===== config.mk =====
export PLATFORM = sky130hd
export DESIGN_NAME = arcade_rom_loader
export DESIGN_NICKNAME = d
export VERILOG_FILES = /design/src/rtl/arcade_pkg.sv /design/src/rtl/reset_hold_ctr.sv /design/src/rtl/arcade_rom_loader.sv
export SDC_FILE = /design/constraint.sdc
export NUM_CORES = 1
export LEC_CHECK = 0
export BUFFER_PORTS_ARGS = -buffer_cell sky130_fd_sc_hd__buf_2
export CORE_ASPECT_RATIO = 1.25
export CORE_MARGIN = 5
export CORE_UTILIZATION = 59
export DETAILED_ROUTE_END_ITERATION = 8
export PLACE_DENSITY = 0.95
export SLEW_MARGIN = 20
export SYNTH_ARGS = -nofsm -noshare
export SYNTH_HDL_FRONTEND = slang
export SYNTH_SLANG_ARGS = --single-unit

===== constraint.sdc =====
create_clock -name clk_sys -period 4.8 [get_ports clk_sys]
set_clock_uncertainty 0.2 [all_clocks]
set_input_delay 0.24 -clock clk_sys [delete_from_list [all_inputs] [get_ports clk_sys]]
set_output_delay 0.24 -clock clk_sys [all_outputs]
set_load 0.02 [all_outputs]

===== src/rtl/arcade_pkg.sv =====
// Shared definitions for the arcade ROM loader: loader FSM states and the
// default core reset hold count.
package arcade_pkg;

    typedef enum logic [0:0] {
        LD_IDLE = 1'b0,
        LD_WAIT = 1'b1
    } ld_state_e;

    localparam logic [15:0] DEFAULT_RESET_HOLD = 16'hffff;

endpackage


===== src/rtl/reset_hold_ctr.sv =====
// Core reset generator: reloads while held, otherwise counts down to zero and
// keeps core_reset asserted until the count has expired.
module reset_hold_ctr
    import arcade_pkg::*;
#(
    parameter int unsigned             HOLD_W     = 16,
    parameter logic [HOLD_W-1:0]       RESET_HOLD = HOLD_W'(DEFAULT_RESET_HOLD)
) (
    input  logic clk_i,
    input  logic rst_ni,
    input  logic hold_i,
    output logic core_reset_o
);

    logic [HOLD_W-1:0] cnt_q, cnt_d;
    logic              core_reset_q;

    always_comb begin
        cnt_d = cnt_q;
        if (hold_i) begin
            cnt_d = RESET_HOLD;
        end else if (cnt_q != '0) begin
            cnt_d = cnt_q - HOLD_W'(1);
        end
    end

    // hold_i asserts reset on the same edge it reloads the counter, so a
    // one-cycle request still yields RESET_HOLD+1 cycles of reset.
    always_ff @(posedge clk_i or negedge rst_ni) begin
        if (!rst_ni) begin
            cnt_q        <= RESET_HOLD;
            core_reset_q <= 1'b1;
        end else begin
            cnt_q        <= cnt_d;
            core_reset_q <= hold_i || (cnt_q != '0);
        end
    end

    assign core_reset_o = core_reset_q;

endmodule


===== src/rtl/arcade_rom_loader.sv =====
// ROM download controller: packs data_io bytes into 16-bit SDRAM writes,
// broadcasts them to toggle-handshake ports and generates the core reset.
module arcade_rom_loader
    import arcade_pkg::*;
#(
    parameter int unsigned       NUM_PORTS  = 2,
    parameter int unsigned       ADDR_W     = 24,
    parameter logic [7:0]        ROM_INDEX  = 8'd0,
    parameter int unsigned       HOLD_W     = 16,
    parameter logic [HOLD_W-1:0] RESET_HOLD = HOLD_W'(DEFAULT_RESET_HOLD)
) (
    input  logic                 clk_sys,
    input  logic                 reset_n,
    input  logic                 ioctl_downl,
    input  logic [7:0]           ioctl_index,
    input  logic                 ioctl_wr,
    input  logic [ADDR_W-1:0]    ioctl_addr,
    input  logic [7:0]           ioctl_dout,
    output logic                 ioctl_wait,
    output logic [NUM_PORTS-1:0] port_req,
    input  logic [NUM_PORTS-1:0] port_ack,
    output logic [ADDR_W-2:0]    port_a,
    output logic [1:0]           port_ds,
    output logic [15:0]          port_d,
    output logic                 port_we,
    input  logic                 reset_req,
    output logic                 core_reset,
    output logic                 rom_loaded,
    output logic                 overflow
);

    logic index_match;
    logic match;

    logic              wr_last_q;
    logic              downl_last_q;
    logic              strb_q;
    logic [ADDR_W-1:0] strb_addr_q;
    logic [7:0]        strb_data_q;

    logic              slot_full_q;
    logic [ADDR_W-1:0] slot_addr_q;
    logic [7:0]        slot_data_q;

    ld_state_e             state_q;
    logic [NUM_PORTS-1:0]  pending_q;
    logic [NUM_PORTS-1:0]  req_q;
    logic [ADDR_W-2:0]     a_q;
    logic [1:0]            ds_q;
    logic [15:0]           d_q;
    logic                  we_q;
    logic                  overflow_q;
    logic                  loaded_q;

    logic              issue_en;
    logic [ADDR_W-1:0] issue_addr;
    logic [7:0]        issue_data;

    assign index_match = (ioctl_index == ROM_INDEX);
    assign match       = ioctl_downl && index_match;

    // A held byte always takes priority over a freshly detected strobe.
    always_comb begin
        issue_en   = 1'b0;
        issue_addr = strb_addr_q;
        issue_data = strb_data_q;
        if (state_q == LD_IDLE) begin
            issue_en = strb_q;
        end else if (pending_q == '0) begin
            if (slot_full_q) begin
                issue_en   = 1'b1;
                issue_addr = slot_addr_q;
                issue_data = slot_data_q;
            end else begin
                issue_en = strb_q;
            end
        end
    end

    always_ff @(posedge clk_sys or negedge reset_n) begin
        if (!reset_n) begin
            wr_last_q    <= 1'b0;
            downl_last_q <= 1'b0;
            strb_q       <= 1'b0;
            strb_addr_q  <= '0;
            strb_data_q  <= '0;
            slot_full_q  <= 1'b0;
            slot_addr_q  <= '0;
            slot_data_q  <= '0;
            state_q      <= LD_IDLE;
            pending_q    <= '0;
            req_q        <= '0;
            a_q          <= '0;
            ds_q         <= '0;
            d_q          <= '0;
            we_q         <= 1'b0;
            overflow_q   <= 1'b0;
            loaded_q     <= 1'b0;
        end else begin
            wr_last_q    <= ioctl_wr;
            downl_last_q <= ioctl_downl;
            we_q         <= match;
            strb_q       <= match && ioctl_wr && !wr_last_q;
            strb_addr_q  <= ioctl_addr;
            strb_data_q  <= ioctl_dout;

            if (downl_last_q && !ioctl_downl && index_match) begin
                loaded_q <= 1'b1;
            end

            pending_q <= pending_q & (port_ack ^ req_q);

            if (issue_en) begin
                req_q     <= ~req_q;
                pending_q <= '1;
                a_q       <= issue_addr[ADDR_W-1:1];
                ds_q      <= {issue_addr[0], ~issue_addr[0]};
                d_q       <= {issue_data, issue_data};
            end

            unique case (state_q)
                LD_IDLE: begin
                    if (issue_en) begin
                        state_q <= LD_WAIT;
                    end
                end
                LD_WAIT: begin
                    if (pending_q == '0) begin
                        // Slot drains this cycle; a strobe arriving now refills it.
                        if (slot_full_q) begin
                            slot_full_q <= strb_q;
                            slot_addr_q <= strb_addr_q;
                            slot_data_q <= strb_data_q;
                        end else if (!strb_q) begin
                            state_q <= LD_IDLE;
                        end
                    end else if (strb_q) begin
                        if (slot_full_q) begin
                            overflow_q <= 1'b1;
                        end else begin
                            slot_full_q <= 1'b1;
                            slot_addr_q <= strb_addr_q;
                            slot_data_q <= strb_data_q;
                        end
                    end
                end
                default: state_q <= LD_IDLE;
            endcase
        end
    end

    reset_hold_ctr #(
        .HOLD_W     (HOLD_W),
        .RESET_HOLD (RESET_HOLD)
    ) u_reset_hold_ctr (
        .clk_i        (clk_sys),
        .rst_ni       (reset_n),
        .hold_i       (reset_req || !loaded_q || ioctl_downl),
        .core_reset_o (core_reset)
    );

    assign ioctl_wait = slot_full_q;
    assign port_req   = req_q;
    assign port_a     = a_q;
    assign port_ds    = ds_q;
    assign port_d     = d_q;
    assign port_we    = we_q;
    assign rom_loaded = loaded_q;
    assign overflow   = overflow_q;

endmodule


Word level (Yosys, flattened, before mapping)
Index checks and enable logic that the tools add are counted.
{ "word_totals": {"regBits": 134, "out_inout_bits": 48, "elab_cells": 72} }
{ "classes": {"addsub": 1, "n_eq_ne": 1, "mux": 26, "bitwise": 6, "n_reduce_logical": 19} }
{ "op_table": {"columns": ["operator", "n"], "rows": [
  ["$mux W24", 6],
  ["$mux W8", 6],
  ["$mux W16", 2],
  ["$reduce_bool A16 Y1", 1],
  ["$sub A16 B1 Y16 const B", 1],
  ["$mux W1", 10],
  ["$logic_not A8 Y1", 1],
  ["$logic_and A1 B1 Y1", 5],
  ["$reduce_and A4 Y1", 1],
  ["$reduce_bool A2 Y1", 2],
  ["$logic_not A1 Y1", 3],
  ["$logic_or A1 B1 Y1", 3],
  ["$not A1 Y1", 3],
  ["$reduce_and A3 Y1", 1],
  ["$and A2 B2 Y2", 1],
  ["$logic_not A2 Y1", 1],
  ["$mux W2", 1],
  ["$ne A2 B2 Y1 const B", 1],
  ["$not A2 Y2", 1],
  ["$pmux W1 S2", 1],
  ["$reduce_and A2 Y1", 1],
  ["$xor A2 B2 Y2", 1]
]} }

Longest topological paths before layout
{ "logic_depth": {"word_depth": 5, "depth_mapped": 6, "depth_no_buf": 6} }

By module
From an unflattened synthesis, not the netlist that was laid out.
{ "hier_totals": {"hier_cells": 389, "area_unflattened_um2": 5252.5} }
{ "modules_own_cells": {"columns": ["module", "instances", "cells_each", "area_per_inst_um2", "seq_area_each_um2"], "rows": [
  ["arcade_rom_loader", 1, 291, 4280.4, 2727.6],
  ["reset_hold_ctr", 1, 98, 972.2, 446.7]
]} }

Worst setup path after synthesis
Ideal clock, no wire load.
{ "synth_path": {"path_type": "reg-to-reg", "startpoint": "register pending_q[1]", "endpoint": "register slot_addr_q[0]", "arrival_ns": 1.462, "slack_ns": 3.013, "stages_incl_launch_ff": 7, "path_buffers": 2, "synth_period_minus_slack_ns": 1.787, "cell_sequence": "dfrtp_1 -> or2_1 -> buf_2 -> mux2i_1 -> nand2_2 -> buf_6 -> mux2_4"} }
{ "synth_via": {"elab_chain_len": 3, "word_cells_on_any_way": 5, "cone_classes": "1 x eq/ne; 1 x mux; 3 x reduce/logical"} }
{ "synth_rtl": {"columns": ["item", "line_no", "rtl"], "rows": [
  ["from (decl)", "arcade_rom_loader.sv:46", "logic [NUM_PORTS-1:0] pending_q;"],
  ["from (signal assigned)", "arcade_rom_loader.sv:111", "pending_q <= pending_q & (port_ack ^ req_q);"],
  ["$logic_not A2 Y1 *", "arcade_rom_loader.sv:128", "if (pending_q == '0) begin"],
  ["$ne A2 B2 Y1 (no source line) or $reduce_bool A2 Y1 (tied branches)", null, null],
  ["$reduce_and A3 Y1 (no source line)", null, null],
  ["to (signal assigned)", "arcade_rom_loader.sv:132", "slot_addr_q <= strb_addr_q;"],
  ["to (signal assigned)", "arcade_rom_loader.sv:142", "slot_addr_q <= strb_addr_q;"],
  ["to (decl)", "arcade_rom_loader.sv:42", "logic [ADDR_W-1:0] slot_addr_q;"]
]} }
Mark *: on every way between the ends. The rest lies on a longest branch, timed or not.
A chain may end at the register's enable or synchronous reset.

Worst setup path after layout
{ "layout_path": {"startpoint": "input ioctl_index[1]", "endpoint": "register strb_q"} }
{ "layout_via": {"elab_chain_len": 4} }
{ "layout_rtl": {"columns": ["item", "line_no", "rtl"], "rows": [
  ["from (decl)", "arcade_rom_loader.sv:15", "input logic [7:0] ioctl_index,"],
  ["$logic_not A8 Y1", "arcade_rom_loader.sv:59", "assign index_match = (ioctl_index == ROM_INDEX);"],
  ["$logic_and A1 B1 Y1", "arcade_rom_loader.sv:60", "assign match = ioctl_downl && index_match;"],
  ["named net match", "arcade_rom_loader.sv:33", "logic match;"],
  ["$logic_and A1 B1 Y1 (2 in series)", "arcade_rom_loader.sv:103", "strb_q <= match && ioctl_wr && !wr_last_q;"],
  ["to (signal assigned)", "arcade_rom_loader.sv:103", null],
  ["to (decl)", "arcade_rom_loader.sv:37", "logic strb_q;"]
]} }
The timed path passes the listed nets, and every way through them passes these cells.

==> summary.md <==
Data arrives at the worst endpoint at 2.90 ns. The filler cell count in the final layout is 455, and the synthesized instance count is 391. The dominant register cell in the synthesized netlist is dfrtp_1.

STA classifies the critical path endpoint as a flop. The tools report the part of the power in the clock network as 0.517. The sequential cells in the finished layout cover a total of 3170 um^2. The H-tree generated during clock tree synthesis spans 4 levels. In the post-route analysis, the smallest setup slack over all paths is 2.16 ns.

Number of antenna violations at the first check in global routing: 1. The flop and latch count out of synthesis came out at 126. The path with the worst hold slack has its endpoint at rom_loaded. The tools report the achievable frequency as 379 MHz. The tree is rooted in a clkbuf_8. The number of hold-slack violations in the final timing report was 0; the number of distinct library cells after synthesis was 54. Before CTS, the worst setup slack after placement is 2.37 ns. The worst slew slack as a fraction of its limit was 0.265; the instance count along the most critical hold path was 4.

The tools report the pin count of the biggest net entering global routing as 86. The post-placement cell count was 581. Synthesis produced a netlist with a net count of 439. Clock latency on the worst-skew pair, taken at its later pin, is 0.53 ns. The layout cell share with drive strength beyond 1 was 0.340; the total core area was 8650 um^2. At the worst endpoint, the required time is 5.06 ns. Area of the die: 10800 um^2. The path category of the worst min-delay check was in -> reg. The worst reg-to-reg setup slack was 2.31 ns. The register clock-pin slew on the reported worst setup and hold paths is 0.05 ns, and the initial core utilization is 0.599. Walking the worst path, the cells encountered are dlygate4sd3_1, buf_2, or4_1, dlygate4sd3_1, nor3_1, dlygate4sd3_1, and3b_1.

Post-route fraction of the period consumed by the critical path: 0.550. The run gives 525 uW as the net switching power. In this run the static leakage power is 3.34 nW. The logs give 3745 for the overall via count from detail_route and 5190 um^2 for the netlist area before placement. Among cell families on the critical path, the largest total delay comes from buffers and inverters. The tool flagged a number of max-cap violations equal to 0.

The detailed-route vias per instance works out to 5.73. The internal portion of total power was 2.00 mW; the total of warnings raised by yosys was 0. The flow ran to the end, and the final reports show no timing, DRC or antenna violations. From synthesis to final layout, the design area changed by 29.0%.

At the end of routability-driven placement, the weighted congestion stood at 0.831. dfrtp_1 takes more of the synthesized area than any other cell. The logs give 43 for the number of hold-repair buffers added at the cts stage and 0.252 for the overall global routing resource usage. In this run, CTS created clock tree buffers numbering 17.

The worst path in the final design needs a cycle of 2.64 ns, including I/O delays and setup. The run gives 95 as the number of top-level pins. The worst reg2reg path endpoint is slot_addr_q[3]. The worst hold path begins at ioctl_index[6]. For this design, the slowest cell found on the critical path is dlygate4sd3_1. Counting flops with a built-in enable in the synthesized netlist gives 0. Leaving out fill and tap cells, the most frequent cell in the layout is dfrtp_1.

From left edge to right edge, the die measures 93.9 um. Excluding fillers, the count of instances in the completed layout stands at 654. Post-route DRC violation count: 0. Buffers added to address setup during post-CTS repair amount to 0. The fraction of synthesis flops using an asynchronous set or reset pin is 1.00, and the number of slew-limit violations in the final report is 0.

TritonCTS built the clock tree. Total power for the finished layout comes to 2.52 mW. Before antenna repair, the detailed router went through 4 iterations. The wire length of the first global-routing pass was 20400 um; the number of gates resized after CTS was 0. Number of buffers added on ports: 94. Total length of routed wires: 12900 um. STA classifies the critical path startpoint as an input pin. The number of cells on the worst reg-to-reg path is 4.

The worst ir drop on vdd is 259 uV. In the final design database the tool counted 571 nets. For this run the aggregate overflow at the end of global routing stands at 0. Counting stages on the worst path, the most repeated cell is dlygate4sd3_1. Once detailed placement completed, the half-perimeter wirelength came to 6920 um. The tools report the portion of total power attributed to sequential cells as 0.437.

The tools report the first-iteration detailed-routing DRC count as 259. In this run the critical register-to-register path is launched from pending_q[1]. By area the synthesized netlist is led by dfrtp_1 (53%), mux2_4 (8.7%), dfstp_2 (8.6%), mux2i_1 (6.4%), a21oi_1 (3.5%). For this run, the slowest stage of the critical path takes 0.60 ns. The via count of the first global-routing pass is 3938.

Setup repair after global routing left no endpoint under its margin. Measured along the y axis, the die boundary spans 115 um. The clock sink total was 126. The synthesized area per cell works out to 13.3 um^2. In the final layout, the multi-input gates occupy 1820 um^2. After routing, the total negative slack on setup checks comes to 0 ns. For the part of the total power dissipated in combinational logic, the log shows 0.046. Buffer and inverter count on the worst path: 4. The power density over the cells came out at 377 nW/um^2.

Dividing the detail-routed wire length by the instance count gives 19.7 um. Row generation in the floorplan step produced 38 rows. At the pin with the least slew margin, the transition time is 1.10 ns. The maximum number of buffers from clock root to sink is 2, and the critical-path maximum fanout is 2. The register area share after synthesis came out at 0.612.

The net switching share of the total power was 0.208; the count of nets left with antenna violations after detail routing was 0. The critical path in this run is classified as in -> reg. Leaving out fill and tap cells, the most frequent cells in the layout are dfrtp_1 (109), buf_2 (93), dlygate4sd3_1 (43). The area fraction of the dominant cell type after synthesis was 0.526; the number of setup violations in the final report was 0.
power by group through the flow:
stage / Clock (mW) / Sequential, mW / Combinational (mW)
CTS: 1.31 / 1.10 / 0.115
floorplan: 0 / 1.13 / 0.0224
global placement: 0 / 1.12 / 0.0830
global route: 1.37 / 1.11 / 0.127
detailed placement: 0 / 1.12 / 0.0860
finish: 1.30 / 1.10 / 0.116
cell families (layout without fill, tap and decap cells):
logic type / after synthesis / count (layout) / share of synthesized area
simple gates: 93 / 93 / 0.106
flops: 126 / 126 / 0.612
buf+inv: 35 / 177 / 0.0396
other cells: 0 / 1 / 0
xor+xnor: 4 / 4 / 0.00675
compound gates: 67 / 67 / 0.0784
mux: 65 / 65 / 0.155
fa+ha+maj: 1 / 1 / 0.00241
stage by stage:
stage	utilization	hold WS (ns)	instance area, um^2
after floorplan	-	-0.256	5190
after global placement	0.654	0.149	5660
after detailed placement	0.654	0.149	5660
after CTS	0.772	0.0159	6680
final	0.773	0.0214	6690
after global routing	0.773	0.0468	6690
sequential cells by signal, indices dropped and copies added (netlist names), 2 cells and up:
register	cells
port_req	2
slot_data_q	8
strb_data_q	8
port_a	23
pending_q	2
slot_addr_q	24
strb_addr_q	24
u_reset_hold_ctr.cnt_q	16
port_ds	2
port_d	8
layout make-up:
class | instances | area share
Antenna cell | 1 | 0.000374
Inverter | 9 | 0.00505
Sequential cell | 126 | 0.474
Tap cell | 120 | 0.0224
Clock inverter | 8 | 0.0209
Multi-Input combinational cell | 230 | 0.272
Timing Repair Buffer | 139 | 0.138
Clock buffer | 21 | 0.0671
routing by layer:
layer	up-vias	wire length [um]	track usage
met2	155	6850	0.426
met3	32	689	0.0753
met1	1894	4950	0.292
li1	1664	-	-
met5	-	0	0
met4	0	422	0.120
Yosys cell counts (all sizes together), types with 2 or more instances:
cell,instances
mux2,32
inv,9
mux2i,33
a21o,2
and4,5
and2,3
nand2b,2
nor3b,3
o31ai,2
o41ai,2
buf,17
nand3,4
a21oi,37
nor3,12
a211o,2
dfrtp,109
a31oi,6
or4,2
xor2,4
o211ai,2
nand2,7
dfstp,17
nor2,37
nand4,5
clkbuf,9
o21ai,6
nor4,5
worst min-delay path, delay by kind of cell:
kind                   cells  cell delay [ns]
AOI/OAI and AO/OA          1             0.22
and+or+nand+nor            2             0.18
buffers and inverters      1             0.07
how the worst max path moves through the flow:
stage / to / slack [ns] / depth (start not counted) / start
4_1_cts: strb_q / 2.17 / 7 / ioctl_index[1]
3_3_place_gp: slot_addr_q[3] / 2.45 / 4 / pending_q[1]
3_5_place_dp: slot_addr_q[4] / 2.37 / 4 / pending_q[1]
2_1_floorplan: slot_addr_q[0] / 3.01 / 6 / pending_q[1]
5_1_grt: strb_q / 2.08 / 7 / ioctl_index[1]
6_report: strb_q / 2.16 / 7 / ioctl_index[1]
No activity file was read; power rests on OpenSTA's default activity.
